## config.mk

```make
export PLATFORM = sky130hd
export DESIGN_NAME = uart_recv
export DESIGN_NICKNAME = d
export VERILOG_FILES = /design/src/rtl/uart_pkg.sv /design/src/rtl/uart_os_tick.sv /design/src/rtl/uart_recv.sv
export SDC_FILE = /design/constraint.sdc
export NUM_CORES = 1
export LEC_CHECK = 0
export ABC_AREA = 1
export CAP_MARGIN = 20
export CORE_ASPECT_RATIO = 0.5
export CORE_UTILIZATION = 46
export CTS_CLUSTER_DIAMETER = 30
export DETAILED_ROUTE_END_ITERATION = 8
export DONT_BUFFER_PORTS = 1
export GPL_ROUTABILITY_DRIVEN = 0
export MAX_ROUTING_LAYER = met4
export PLACE_DENSITY = 0.63
export SLEW_MARGIN = 25
export SYNTH_ARGS = -nofsm -noshare
export SYNTH_HDL_FRONTEND = slang
export SYNTH_HIERARCHICAL = 1
export SYNTH_SLANG_ARGS = --single-unit
```

## constraint.sdc

```tcl
create_clock -name clk -period 2 [get_ports clk]
set_input_delay 0.5 -clock clk [delete_from_list [all_inputs] [get_ports clk]]
set_output_delay 0.5 -clock clk [all_outputs]
set_load 0.02 [all_outputs]
```

## src/rtl/uart_pkg.sv

```systemverilog
// Shared definitions for the UART link: frame size, receiver state encoding
// and the parity convention used by both the transmitter and the receiver.
package uart_pkg;

  localparam int DATA_BITS = 7;

  typedef enum logic [2:0] {
    IDLE   = 3'd0,
    START  = 3'd1,
    DATA   = 3'd2,
    PARITY = 3'd3,
    STOP   = 3'd4
  } state_t;

  // p_sel=1 selects even parity (bit equals ^data), p_sel=0 selects odd.
  function automatic logic parity_bit(input logic [DATA_BITS-1:0] data,
                                      input logic                 p_sel);
    return p_sel ? ^data : ~^data;
  endfunction

endpackage

```

## src/rtl/uart_os_tick.sv

```systemverilog
// Oversample tick generator: one-clk pulse every FRE/(BAUD_RATE*OVERSAMPLE)
// clocks, giving OVERSAMPLE ticks per bit period.
module uart_os_tick #(
  parameter int FRE        = 50_000_000,
  parameter int BAUD_RATE  = 9600,
  parameter int OVERSAMPLE = 16
) (
  input  logic clk,
  input  logic reset,
  output logic os_tick
);

  localparam int DIV = FRE / (BAUD_RATE * OVERSAMPLE);
  localparam int CW  = (DIV > 1) ? $clog2(DIV) : 1;
  localparam logic [CW-1:0] DIV_LAST = CW'(DIV - 1);

  logic [CW-1:0] div_cnt;

  // NOTE: sequential state uses non-blocking assignments so every register
  // samples pre-edge values regardless of statement order.
  always_ff @(posedge clk or posedge reset) begin
    if (reset) begin
      div_cnt <= '0;
      os_tick <= 1'b0;
    end else if (div_cnt == DIV_LAST) begin
      div_cnt <= '0;
      os_tick <= 1'b1;
    end else begin
      div_cnt <= div_cnt + 1'b1;
      os_tick <= 1'b0;
    end
  end

endmodule

```

## src/rtl/uart_recv.sv

```systemverilog
// UART receiver: 7 data bits LSB first, one parity bit, one stop bit.
// Oversamples the synchronized line and samples each bit at mid-bit.
module uart_recv
  import uart_pkg::*;
#(
  parameter int FRE        = 50_000_000,
  parameter int BAUD_RATE  = 9600,
  parameter int OVERSAMPLE = 16
) (
  input  logic                 clk,
  input  logic                 reset,
  input  logic                 rx,
  input  logic                 p_sel,
  output logic [DATA_BITS-1:0] data_out,
  output logic                 data_valid,
  output logic                 parity_err,
  output logic                 frame_err,
  output logic                 busy
);

  localparam int TW = $clog2(OVERSAMPLE);
  localparam logic [TW-1:0] TICK_MID  = TW'(OVERSAMPLE / 2 - 1);
  localparam logic [TW-1:0] TICK_LAST = TW'(OVERSAMPLE - 1);
  localparam logic [2:0]    BIT_LAST  = 3'(DATA_BITS - 1);

  logic                 rx_meta;
  logic                 rx_s;
  logic                 os_tick;
  state_t               state;
  logic [TW-1:0]        tick_cnt;
  logic [2:0]           bit_cnt;
  logic [DATA_BITS-1:0] shift;
  logic                 par_s;

  uart_os_tick #(
    .FRE        (FRE),
    .BAUD_RATE  (BAUD_RATE),
    .OVERSAMPLE (OVERSAMPLE)
  ) u_os_tick (
    .clk     (clk),
    .reset   (reset),
    .os_tick (os_tick)
  );

  // Both flops reset high so the idle line never looks like a start bit.
  always_ff @(posedge clk or posedge reset) begin
    if (reset) begin
      rx_meta <= 1'b1;
      rx_s    <= 1'b1;
    end else begin
      rx_meta <= rx;
      rx_s    <= rx_meta;
    end
  end

  always_ff @(posedge clk or posedge reset) begin
    if (reset) begin
      state      <= IDLE;
      tick_cnt   <= '0;
      bit_cnt    <= '0;
      shift      <= '0;
      par_s      <= 1'b0;
      data_out   <= '0;
      data_valid <= 1'b0;
      parity_err <= 1'b0;
      frame_err  <= 1'b0;
      busy       <= 1'b0;
    end else begin
      data_valid <= 1'b0;
      if (os_tick) begin
        case (state)
          IDLE: begin
            if (!rx_s) begin
              state    <= START;
              tick_cnt <= '0;
              busy     <= 1'b1;
            end
          end

          // A line that is high again at mid start bit was only a glitch.
          START: begin
            if (tick_cnt == TICK_MID) begin
              if (!rx_s) begin
                state    <= DATA;
                tick_cnt <= '0;
                bit_cnt  <= '0;
              end else begin
                state <= IDLE;
                busy  <= 1'b0;
              end
            end else begin
              tick_cnt <= tick_cnt + 1'b1;
            end
          end

          DATA: begin
            if (tick_cnt == TICK_LAST) begin
              shift    <= {rx_s, shift[DATA_BITS-1:1]};
              tick_cnt <= '0;
              bit_cnt  <= bit_cnt + 3'd1;
              if (bit_cnt == BIT_LAST) state <= PARITY;
            end else begin
              tick_cnt <= tick_cnt + 1'b1;
            end
          end

          PARITY: begin
            if (tick_cnt == TICK_LAST) begin
              par_s    <= rx_s;
              tick_cnt <= '0;
              state    <= STOP;
            end else begin
              tick_cnt <= tick_cnt + 1'b1;
            end
          end

          // Leaving at the stop-bit midpoint lets a start bit follow with no gap.
          STOP: begin
            if (tick_cnt == TICK_LAST) begin
              data_out   <= shift;
              parity_err <= (par_s != parity_bit(shift, p_sel));
              frame_err  <= ~rx_s;
              data_valid <= 1'b1;
              tick_cnt   <= '0;
              state      <= IDLE;
              busy       <= 1'b0;
            end else begin
              tick_cnt <= tick_cnt + 1'b1;
            end
          end

          default: begin
            state <= IDLE;
            busy  <= 1'b0;
          end
        endcase
      end
    end
  end

endmodule

```

Word level (Yosys, flattened, before mapping) --
Index checks and enable logic that the tools add are counted.
Operators by class: add/subtract/negate cells 3, equal/unequal tests 17, muxes and demuxes 27, bitwise operators 2, reductions and logical operators 14
Operators with widths (number):
- 3-bit two-way mux | 9
- 2-bit inequality test, second input constant | 8
- 3-bit case mux with 5 select lines | 1
- 4-bit two-way mux | 3
- 4-bit case mux with 3 select lines | 1
- 9-bit by 1-bit adder with 9-bit output, second input constant | 1
- 9-bit equality test, second input constant | 1
- 1-bit two-way mux | 9
- 9-bit two-way mux | 1
- 3-bit AND reduction | 3
- 7-bit AND reduction | 1
- 7-bit XNOR reduction | 1
- 7-bit XOR reduction | 1
- 3-bit by 2-bit equality test with 1-bit output, second input constant | 2
- 3-bit equality test, second input constant | 2
- 3-bit case mux with 2 select lines | 1
- 6-bit AND reduction | 1
- 5-bit AND reduction | 1
- 4-bit by 1-bit adder with 4-bit output, second input constant | 1
- 4-bit by 3-bit equality test with 1-bit output, second input constant | 1
- 4-bit equality test, second input constant | 1
- 1-bit case mux with 4 select lines | 1
- 3-bit by 1-bit adder with 3-bit output, second input constant | 1
- 3-bit by 1-bit equality test with 1-bit output, second input constant | 1
- 9 further kinds | 10
Storage, ports and cells: bits in registers 41, output and inout port bits 11, logic and storage cells 77

Longest topological paths before layout --
Gate-level depths: netlist (run 1).
depth after elaboration 4, depth in mapped cells 11

Modules after synthesis --
Netlist (run 1), hierarchy kept.
Modules (own cells, without submodules):
- uart_recv | instances 1, cells each 200, area an instance 1672.9 um2, seq. area each 778.2 um2
- uart_os_tick | instances 1, cells each 67, area an instance 511.7 um2, seq. area each 250.2 um2

Least setup slack after synthesis (run 1) --
No wires, ideal clock.
kind reg2reg, start register tick_cnt[0], end register bit_cnt[2], setup time 116 ps, arrival 1251 ps, slack 633 ps, cell stages (with the launch flop) 12, buffers on the path 0, path through dfrtp_1 -> ha_1 -> nand2_2 -> inv_1 -> nand2_1 -> nand2_2 -> nand2_1 -> inv_1 -> nand3b_4 -> inv_2 -> nand2_1 -> nand2_1
Between the ends: word-level cells in the longest chain between the ends 3, elaborated cells between the ends (all ways) 5
RTL lines:
- start, declared | RTL line uart_recv.sv:30 | logic [TW-1:0] tick_cnt;
- start signal, assigned | RTL line uart_recv.sv:92 | tick_cnt <= tick_cnt + 1'b1;
- start signal, assigned | RTL line uart_recv.sv:103 | tick_cnt <= tick_cnt + 1'b1;
- start signal, assigned | RTL line uart_recv.sv:113 | tick_cnt <= tick_cnt + 1'b1;
- 4-bit equality test / 4-bit by 3-bit equality test with 1-bit output (equally long branches) | RTL line uart_recv.sv:97, uart_recv.sv:82
- 2-bit inequality test (no source line)
- 5-bit AND reduction (no source line) (*)
- end signal, assigned | RTL line uart_recv.sv:100 | bit_cnt <= bit_cnt + 3'd1;
- end, declared | RTL line uart_recv.sv:31 | logic [2:0] bit_cnt;
Every way passes the cells marked *; elsewhere a longest branch is shown, timed or not. A chain may end at the register's enable or synchronous reset.

Worst setup path after layout (run 1) --
start register tick_cnt[0], end register shift[4]
Between the ends: word-level cells in the longest chain between the ends 2
RTL lines:
- 4-bit equality test | RTL line uart_recv.sv:97 | if (tick_cnt == TICK_LAST) begin
- 3-bit AND reduction (no source line)
- end signal, assigned | RTL line uart_recv.sv:98 | shift <= {rx_s, shift[DATA_BITS-1:1]};
- end, declared | RTL line uart_recv.sv:32 | logic [DATA_BITS-1:0] shift;
Every way passes these cells.

==> results of run 1 <==
==> cell usage after synthesis (2+ instances only) <==
cell,n
nand3_1,11
o21ai_0,5
nor2_4,3
buf_6,2
nand2_1,88
ha_1,5
xor2_1,3
inv_1,34
nor2_2,4
o21ai_2,17
dfstp_2,2
inv_2,8
dfrtp_1,39
xnor2_1,3
o21ai_1,4
nand2_2,7
nor2_1,22
==> cells in the final DEF (no fill, tap or decap), types with 2 or more instances in the layout <==
cell type   n
o21ai_2    17
nand2_2     7
nand3_1    11
dfrtp_1    39
nand2_1    88
xor2_1      3
ha_1        5
clkbuf_8    6
inv_2       8
nor2_2      4
o21ai_0     5
xnor2_1     3
dfstp_2     2
o21ai_1     4
nor2_4      3
nor2_1     22
inv_1      34
==> worst min path at each step <==
stage	startpoint	to	slack, ns	depth (start not counted)
3_5_place_dp	rx_meta	rx_s	0.35	0
2_1_floorplan	reset	u_os_tick/div_cnt[0]	0.34	1
6_report	reset	u_os_tick/div_cnt[4]	0.07	1
5_1_grt	reset	u_os_tick/div_cnt[4]	0.1	1
4_1_cts	reset	u_os_tick/div_cnt[4]	0.08	1
3_3_place_gp	rx_meta	rx_s	0.35	0
==> cell type report <==
class	instances	area, um^2
multi-input combinational	182	976
tap	66	82.6
inverter	42	158
timing repair buffer	1	20.0
fill	423	2100
clock buffer	6	82.6
clock inverter	2	37.5
sequential	41	1030
==> metal layers <==
| layer | up-vias | track usage [%] |
|---|---|---|
| met5 | - | - |
| met4 | 0 | 4.41 |
| met2 | 23 | 29.1 |
| met3 | 2 | 6.41 |
| li1 | 824 | - |
| met1 | 742 | 20.2 |
==> kinds of logic after synthesis <==
group | synth area share (%)
and+or+nand+nor | 28.8
buffers and inverters | 8.25
DFF | 47.1
AOI/OAI and AO/OA | 10.6
xor gates and xnor gates | 2.41
adders and majority gates | 2.86
==> worst max-delay path: cells and delay by family, from the launching register on <==
family                     cells  cell delay, ns
and+or+nand+nor                5            0.66
buffers and inverters          1            0.09
adders and majority gates      1            0.19
DFF                            1            0.39
AOI/OAI and AO/OA              1            0.06
==> power by group <==
group / leakage [nW] / switching (mW) / internal (mW)
combinational: 0.626 / 0.0205 / 0.00693
sequential: 0.546 / 0.00233 / 0.832
clock: 0.0574 / 0.280 / 0.406
==> flip-flops by register name (all words and copies together), names as in the netlist <==
name,count
u_os_tick/div_cnt,9
data_out,7
shift,7
tick_cnt,4
bit_cnt,3
state,3
busy,1
data_valid,1
frame_err,1
par_s,1
parity_err,1
rx_meta,1
rx_s,1
u_os_tick/os_tick,1
==> results.cfg, run 1 <==
[run_status]
status = finished clean

[grt]
antenna_found_initial = 0
grt_pass1_vias = 1515
grt_overflow = 0
grt_usage_pct = 17.4
grt_max_degree = 32
grt_pass1_wl_mm = 6.51

[die]
dieArea_um2 = 5050
die_w_um = 99.5
rows = 17
die_h_um = 50.7
core_area_um2 = 4490
ios = 15
initial_core_util_pct = 48.7

[sta]
period_share_pct = 75.7
clock-skew-final_ns = 0.00856
setup_viol = 0
whs_ns = 0.0699
period_needed_ns = 1.51
rsz0062_at_grt = false
finalSetupTns_ns = 0
fmax_mhz = 661
timing_hold_violations_final = 0
setup_slack_ns = 0.487
slew_violations = 0
relSlewSlack_pct = 74.2
tightestPinTransition_ns = 0.387

[placed_design]
place_hpwl_mm = 2.67
portBuffers = 0
place_ws_ns = 0.487
dp_cells = 332
placed_cell_area_um2 = 2260

[clock_tree]
numCtsBuffers = 5
hold_buffers = 0
cts.sink_count = 41
path_clk_slew_ns = 0.08
worstSkewPairLatency_ns = 0.29
cts_max_level = 2
post_cts_buffers = 0
ctsResizeCount = 0
cts_buffer_depth = 2
cts_root_buf = clkbuf_8
cts_tree = built

[power_and_ir_drop]
power_density_nw_per_um2 = 649
p_leak_nw = 1.23
power_mw = 1.55
ir_worst_vdd_uv = 346

[yosys]
yosysTopAreaCell = dfrtp_1
syn_inst = 267
synth_edf_count = 0
synthesis.nets = 276
ys_types = 27
ys.flop_type = dfrtp_1
synth_top_cells_by_area = dfrtp_1 (45%), nand2_1 (15%), o21ai_2 (6.8%)
synthArstFlopShare_pct = 100
syn_avg_cell_area_um2 = 8.18
synth_area_um2 = 2180
ys.warnings.count = 6
ys_seq_area_share_pct = 47.1
synth_top_area_share_pct = 44.7
ys_ff_latch = 41

[routing]
wl_mm = 3.66
route.top_layer_used = met4
dr_total_vias = 1591
wl_met3_um = 149
drt_iter0_markers = 73
ant_nets = 0
drt_first_pass_iters = 4
avgViaCountPerCell = 4.68
wl_met2_mm = 1.75
drt-wirelength-per-cell_um = 10.8
drc = 0
met1Wirelength_mm = 1.75

[worst_setup_path]
critPathMaxFanout = 14
worstPathRequired_ns = 2.18
endpoint_kind = flop
worstPathArrival_ns = 1.69
cp_cell_sequence = ha_1, nand2_2, nor2_4, nand2_2, inv_1, nand2_2, nand2_1, o21ai_2
rrSetupSlack_ns = 0.49
reg2reg_to = shift[4]
timing.rr.start = tick_cnt[0]
critPathCapture = shift[4]
cpMostUsedCell = nand2_2
critPathLaunchType = flop
path_class = flop to flop
r2r_cells = 8
max_stage_delay_ns = 0.39
startpoint = tick_cnt[0]
crit_path_top_delay_cell = dfrtp_1

[run]
drv_cap = 0

[layout]
fin_cells = 340
nets = 282
drive_above_1_share_pct = 20.1
diodes = 0
stdcell_area_um2 = 2380
utilization_pct = 53.1
syn2layout_area_growth_pct = 9.16

[hold_path]
hold_class = primary input to async pin
(Power assumes the default switching activity.)
==> run 2: changes to the inputs <==
- PLACE_DENSITY: 0.63 -> 0.65
- clock period: 2 -> 1.3 ns (I/O delays scaled with it)
==> run 2 against run 1 <==
Against the previous run:
- worst setup slack got worse by 0.55 ns
- die area unchanged
- worst hold slack got worse by 0.078 ns
- sequential share of layout area is 4.5 points lower
- clock skew shrank 0.0047 ns
- the flow now finishes with violations (negative hold slack, negative setup slack)
- clock power up 57%
- clock-buffer cell count increased by 1
- combinational power rose by 75%
- cell area increased by 12%
- flip-flop and latch count did not move
==> results.cfg, run 2 (synthesis gave the netlist of run 1 again) <==
[power_and_ir_drop]
internal_power_mw = 1.92
p_leak_nw = 1.39
power_frac_comb_pct = 2.0
p_sw_mw = 0.490
swShare_pct = 20.3
power_mw = 2.41
ir_worst_vdd_uv = 546
sequentialPowerShare_pct = 53.2
power_density_nw_per_um2 = 905
p_clk_share_pct = 44.8

[worst_setup_path]
max_stage_delay_ns = 0.40
crit_path_top_delay_cell = dfrtp_1
reg2reg_to = state[0]
worstPathArrival_ns = 1.55
r2r_cells = 10
cpMostUsedCell = nand2_4
rrSetupSlack_ns = -0.06
cp_cell_sequence = ha_4, nand2_4, inv_2, nand2_2, nand2_4, nand2_4, nor2_4, o21ai_4, nand2_1, o21ai_1
worstPathRequired_ns = 1.49
critPathMaxFanout = 5
critPathLaunchType = flop
path_class = flop to flop
endpoint_kind = flop
timing.rr.start = tick_cnt[1]

[routing]
dr_total_vias = 1733
drt_first_pass_iters = 4
avgViaCountPerCell = 4.72
drc = 0
wl_mm = 4.14
ant_nets = 0
drt_iter0_markers = 101
drt-wirelength-per-cell_um = 11.3

[placed_design]
dp_cells = 352
portBuffers = 0
place_hpwl_mm = 2.86

[layout]
nets = 309
diodes = 0
reg.largest.list = u_os_tick/div_cnt: 9 flops, data_out: 7 flops, shift: 7 flops
layout_common_cells = nand2_1 (82), dfrtp_1 (39), inv_1 (30)
top_register = u_os_tick/div_cnt
largest_register_ffs = 9
drive_above_1_share_pct = 31.9
layout_commonest_cell = nand2_1
syn2layout_area_growth_pct = 21.9
fin_cells = 367

[sta]
slew_violations = 0
rsz0062_at_grt = true
fmax_mhz = 736
timing_hold_violations_final = 29
clock-skew-final_ns = 0.00389
tightestPinTransition_ns = 0.418
relSlewSlack_pct = 72.1
setup_slack_ns = -0.0594
period_share_pct = 105
whs_ns = -0.00764
finalSetupTns_ns = -0.703
period_needed_ns = 1.36
setup_viol = 23

[grt]
grtUsageMet1_pct = 20.5
use_met2_pct = 31.4
grt_max_degree = 32
use_met3_pct = 7.24
grt.busiest_layer = met2
grt_overflow = 0
grt_pass1_wl_mm = 6.78
grt_pass1_vias = 1635
antenna_found_initial = 0
grt_usage_pct = 18.3

[hold_path]
hold_class = primary input to async pin

[die]
initial_core_util_pct = 48.7
dieArea_um2 = 5050
core_area_um2 = 4490
ios = 15
die_w_um = 99.5
rows = 17
die_h_um = 50.7

[clock_tree]
cts_tree = built
cts_root_buf = clkbuf_8
cts_max_level = 2
cts.sink_count = 41
cts_buffer_depth = 2
numCtsBuffers = 5
worstSkewPairLatency_ns = 0.30
path_clk_slew_ns = 0.08

[run_status]
violations = negative hold slack, negative setup slack
status = finished, violations left

[run]
drv_cap = 0
## run 2: metrics by stage
| step | utilization, % | setup WS, ns | instance area, um^2 |
|---|---|---|---|
| CTS | 57.3 | -0.0930 | 2570 |
| finish | 59.4 | -0.0594 | 2660 |
| global route | 59.4 | -0.160 | 2660 |
| global placement | 53.6 | -0.0918 | 2400 |
| detailed placement | 53.6 | -0.155 | 2400 |
| floorplan | - | -0.0353 | 2190 |
## run 2: area by class of cell
cell class / instances / area, um^2
Fill cell: 395 / 1820
Clock inverter: 1 / 30.0
Multi-Input combinational cell: 182 / 1050
Tap cell: 66 / 82.6
Timing Repair Buffer: 28 / 219
Inverter: 42 / 163
Sequential cell: 41 / 1030
Clock buffer: 7 / 86.3
## run 2: power groups by stage
stage / registers [mW] / clock network, mW / logic [mW]
2_1_floorplan: 1.31 / 0 / 0.0277
3_3_place_gp: 1.31 / 0 / 0.0444
3_5_place_dp: 1.31 / 0 / 0.0458
4_1_cts: 1.28 / 1.10 / 0.0482
5_1_grt: 1.28 / 1.15 / 0.0559
6_report: 1.28 / 1.08 / 0.0480
## run 2: worst max-delay path: cells and delay by family (launching register included)
| kind | cells | cell delay (ns) |
|---|---|---|
| flip-flops | 1 | 0.40 |
| AO/OA/AOI/OAI | 2 | 0.15 |
| AND/OR/NAND/NOR | 6 | 0.45 |
| adder cells (fa/ha/maj) | 1 | 0.17 |
| buffers and inverters | 1 | 0.07 |
## run 2: how the worst max path moves through the flow
stage	startpoint	endpoint	slack, ns	cells past startpoint
after floorplan	tick_cnt[0]	data_out[6]	-0.04	9
after global placement	tick_cnt[0]	shift[3]	-0.09	8
after detailed placement	tick_cnt[1]	shift[1]	-0.15	8
after CTS	tick_cnt[1]	state[1]	-0.09	10
after global routing	state[0]	state[1]	-0.16	9
final	tick_cnt[1]	state[0]	-0.06	10
## run 2: routing by layer
| metal | wire length, um | share of wire (%) | vias up |
|---|---|---|---|
| met5 | 0 | 0 | - |
| met4 | 25 | 0.60 | 0 |
| met3 | 154 | 3.7 | 3 |
| met2 | 2000 | 48 | 22 |
| met1 | 1960 | 47 | 825 |
| li1 | - | - | 883 |
## run 2: timing repair
action / in CTS / in global routing
pin swaps: 5 / 10
hold buffers: 1 / 1
gates resized for setup: 12 / 18
endpoints found under the setup margin: 26 / 30
setup buffers: 2 / 3
hold endpoints to repair: 10 / 1
==> run 3: changes to the inputs <==
- CELL_PAD_IN_SITES_DETAIL_PLACEMENT: default -> 2
- CELL_PAD_IN_SITES_GLOBAL_PLACEMENT: default -> 2
- CORE_UTILIZATION: 46 -> 34
- PLACE_DENSITY: 0.65 -> 0.76
==> run 3 against run 2 <==
Against the previous run:
- the flow finishes with violations (negative setup slack)
- sequential share of layout area down 4.1 points
- highest routed layer unchanged
- cell area up 12%
- sequential power is essentially flat
- clock-buffer cell count is the same
- worst hold slack better by 0.033 ns
- critical endpoint is now state[1]
- utilization shrank 11 points
- worst setup slack lost 0.18 ns
- total power up 12%
- via count rose by 15%
- fmax down 12%
==> results.cfg, run 3 (synthesis gave the netlist of run 1 again) <==
[layout]
nets = 322
reg.largest.list = u_os_tick/div_cnt: 9 flops, data_out: 7 flops, shift: 7 flops
layout_commonest_cell = nand2_1
num-fill-cells = 664
stdcell_area_um2 = 2990
drive_above_1_share_pct = 40.1
layout_common_cells = nand2_1 (73), dfrtp_1 (37), buf_4 (33)
diodes = 0
largest_register_ffs = 9
syn2layout_area_growth_pct = 36.8
top_register = u_os_tick/div_cnt

[grt]
grt_pass1_wl_mm = 11.7
antenna_found_initial = 0
grt_overflow = 0
grt_pass1_vias = 2222
grt_max_degree = 32
grt_usage_pct = 24.9

[power_and_ir_drop]
p_clk_share_pct = 50.2
internal_power_mw = 2.11
swShare_pct = 21.7
ir_worst_vdd_uv = 453
sequentialPowerShare_pct = 47.7
power_density_nw_per_um2 = 903
p_sw_mw = 0.585
power_frac_comb_pct = 2.1
power_mw = 2.70
p_leak_nw = 1.51

[routing]
drt_iter0_markers = 43
drt_first_pass_iters = 4
ant_nets = 0
drc = 0
dr_total_vias = 1991
drt-wirelength-per-cell_um = 21.8
wl_mm = 8.75
avgViaCountPerCell = 4.95

[clock_tree]
cts_tree = built
cts.sink_count = 41
path_clk_slew_ns = 0.06
cts_max_level = 2
worstSkewPairLatency_ns = 0.30
cts_root_buf = clkbuf_16
numCtsBuffers = 5
cts_buffer_depth = 2

[placed_design]
placed_cell_area_um2 = 2520
portBuffers = 0
place_ws_ns = -0.203
place_hpwl_mm = 4.46

[sta]
relSlewSlack_pct = 71.2
slew_violations = 0
tightestPinTransition_ns = 0.430
setup_slack_ns = -0.236
timing_hold_violations_final = 0
period_share_pct = 118
setup_viol = 28
clock-skew-final_ns = 0.00845
fmax_mhz = 651
period_needed_ns = 1.54
rsz0062_at_grt = true

[worst_setup_path]
endpoint_kind = flop
critPathLaunchType = flop
worstPathRequired_ns = 1.52
worstPathArrival_ns = 1.76
critPathMaxFanout = 5
path_class = flop to flop

[die]
die_h_um = 58.7
dieArea_um2 = 6770
initial_core_util_pct = 35.6
die_w_um = 115
ios = 15
core_area_um2 = 6130
rows = 20

[run_status]
status = finished, violations left
violations = negative setup slack

[run]
drv_cap = 0

[hold_path]
hold_class = primary input to flop
-- run 3: cell types whose count changed in the layout (fill, tap and decap cells not counted), sizes merged --
cell / change
buf: +14
bufinv: -1
clkinv: +1
dlygate4sd3: -1
-- run 3: metal layers --
layer  part of all wire (%)  vias up  track usage (%)
met1                     39     1008             24.4
met2                     53       46             47.3
met4                    4.2        0             12.6
met5                      0        -                -
met3                    3.8       29             5.56
li1                       -      908                -
-- run 3: final timing paths --
| check | to | cells after the start | startpoint | slack [ns] |
|---|---|---|---|---|
| max | state[1] | 10 | tick_cnt[0] | -0.24 |
| max reg2reg | state[1] | 10 | tick_cnt[0] | -0.24 |
| max in group asynchronous | u_os_tick/div_cnt[0] | 2 | reset | 0.47 |
| min reg2reg | rx_s | 0 | rx_meta | 0.38 |
| min in group asynchronous | u_os_tick/div_cnt[8] | 2 | reset | 0.51 |
| min | rx_meta | 0 | rx | 0.03 |
-- run 3: critical path, cell delays in order, from the launching register on --
cell and delay, ns:
dfrtp_1 0.42, ha_4 0.19, nand2_4 0.08, nor2_4 0.04, buf_6 0.12, buf_6 0.12
nand2_4 0.06, inv_4 0.04, o21ai_4 0.20, nand2_1 0.10, o21ai_1 0.09
-- run 3: cell type report --
type | count | area, um^2 | area share, %
Inverter | 42 | 168 | 5.61
Sequential cell | 41 | 1030 | 34.5
Clock buffer | 7 | 153 | 5.11
Multi-Input combinational cell | 182 | 1150 | 38.5
Tap cell | 88 | 110 | 3.69
Clock inverter | 1 | 5.00 | 0.168
Timing Repair Buffer | 41 | 370 | 12.4
-- run 3: repair_timing --
action | CTS | global route
endpoints found under the setup margin | 28 | 35
hold endpoints to repair | 39 | 0
gates cloned | 1 | 0
resized for setup | 43 | 19
hold buffers | 1 | 0
buffers inserted | 7 | 5
pin swaps | 12 | 11
-- run 3: power by group through the flow --
| stage | Clock [mW] | Combinational (mW) | Sequential (mW) |
|---|---|---|---|
| 2_1_floorplan | 0 | 0.0277 | 1.31 |
| 3_3_place_gp | 0 | 0.0501 | 1.31 |
| 3_5_place_dp | 0 | 0.0529 | 1.31 |
| 4_1_cts | 1.37 | 0.0576 | 1.29 |
| 5_1_grt | 1.43 | 0.0634 | 1.29 |
| 6_report | 1.35 | 0.0571 | 1.29 |
-- run 3: metrics by stage --
step | cells | setup TNS (ns) | util (%) | hold slack, ns
after CTS | 397 | -3.20 | 47.0 | 0.0234
after detailed placement | 382 | -3.76 | 41.1 | 0.232
after global placement | 382 | -1.16 | 41.1 | 0.224
final | 402 | -4.24 | 48.7 | 0.0257
after floorplan | 267 | -0.229 | - | 0.165
after global routing | 402 | -6.23 | 48.7 | 0.0177
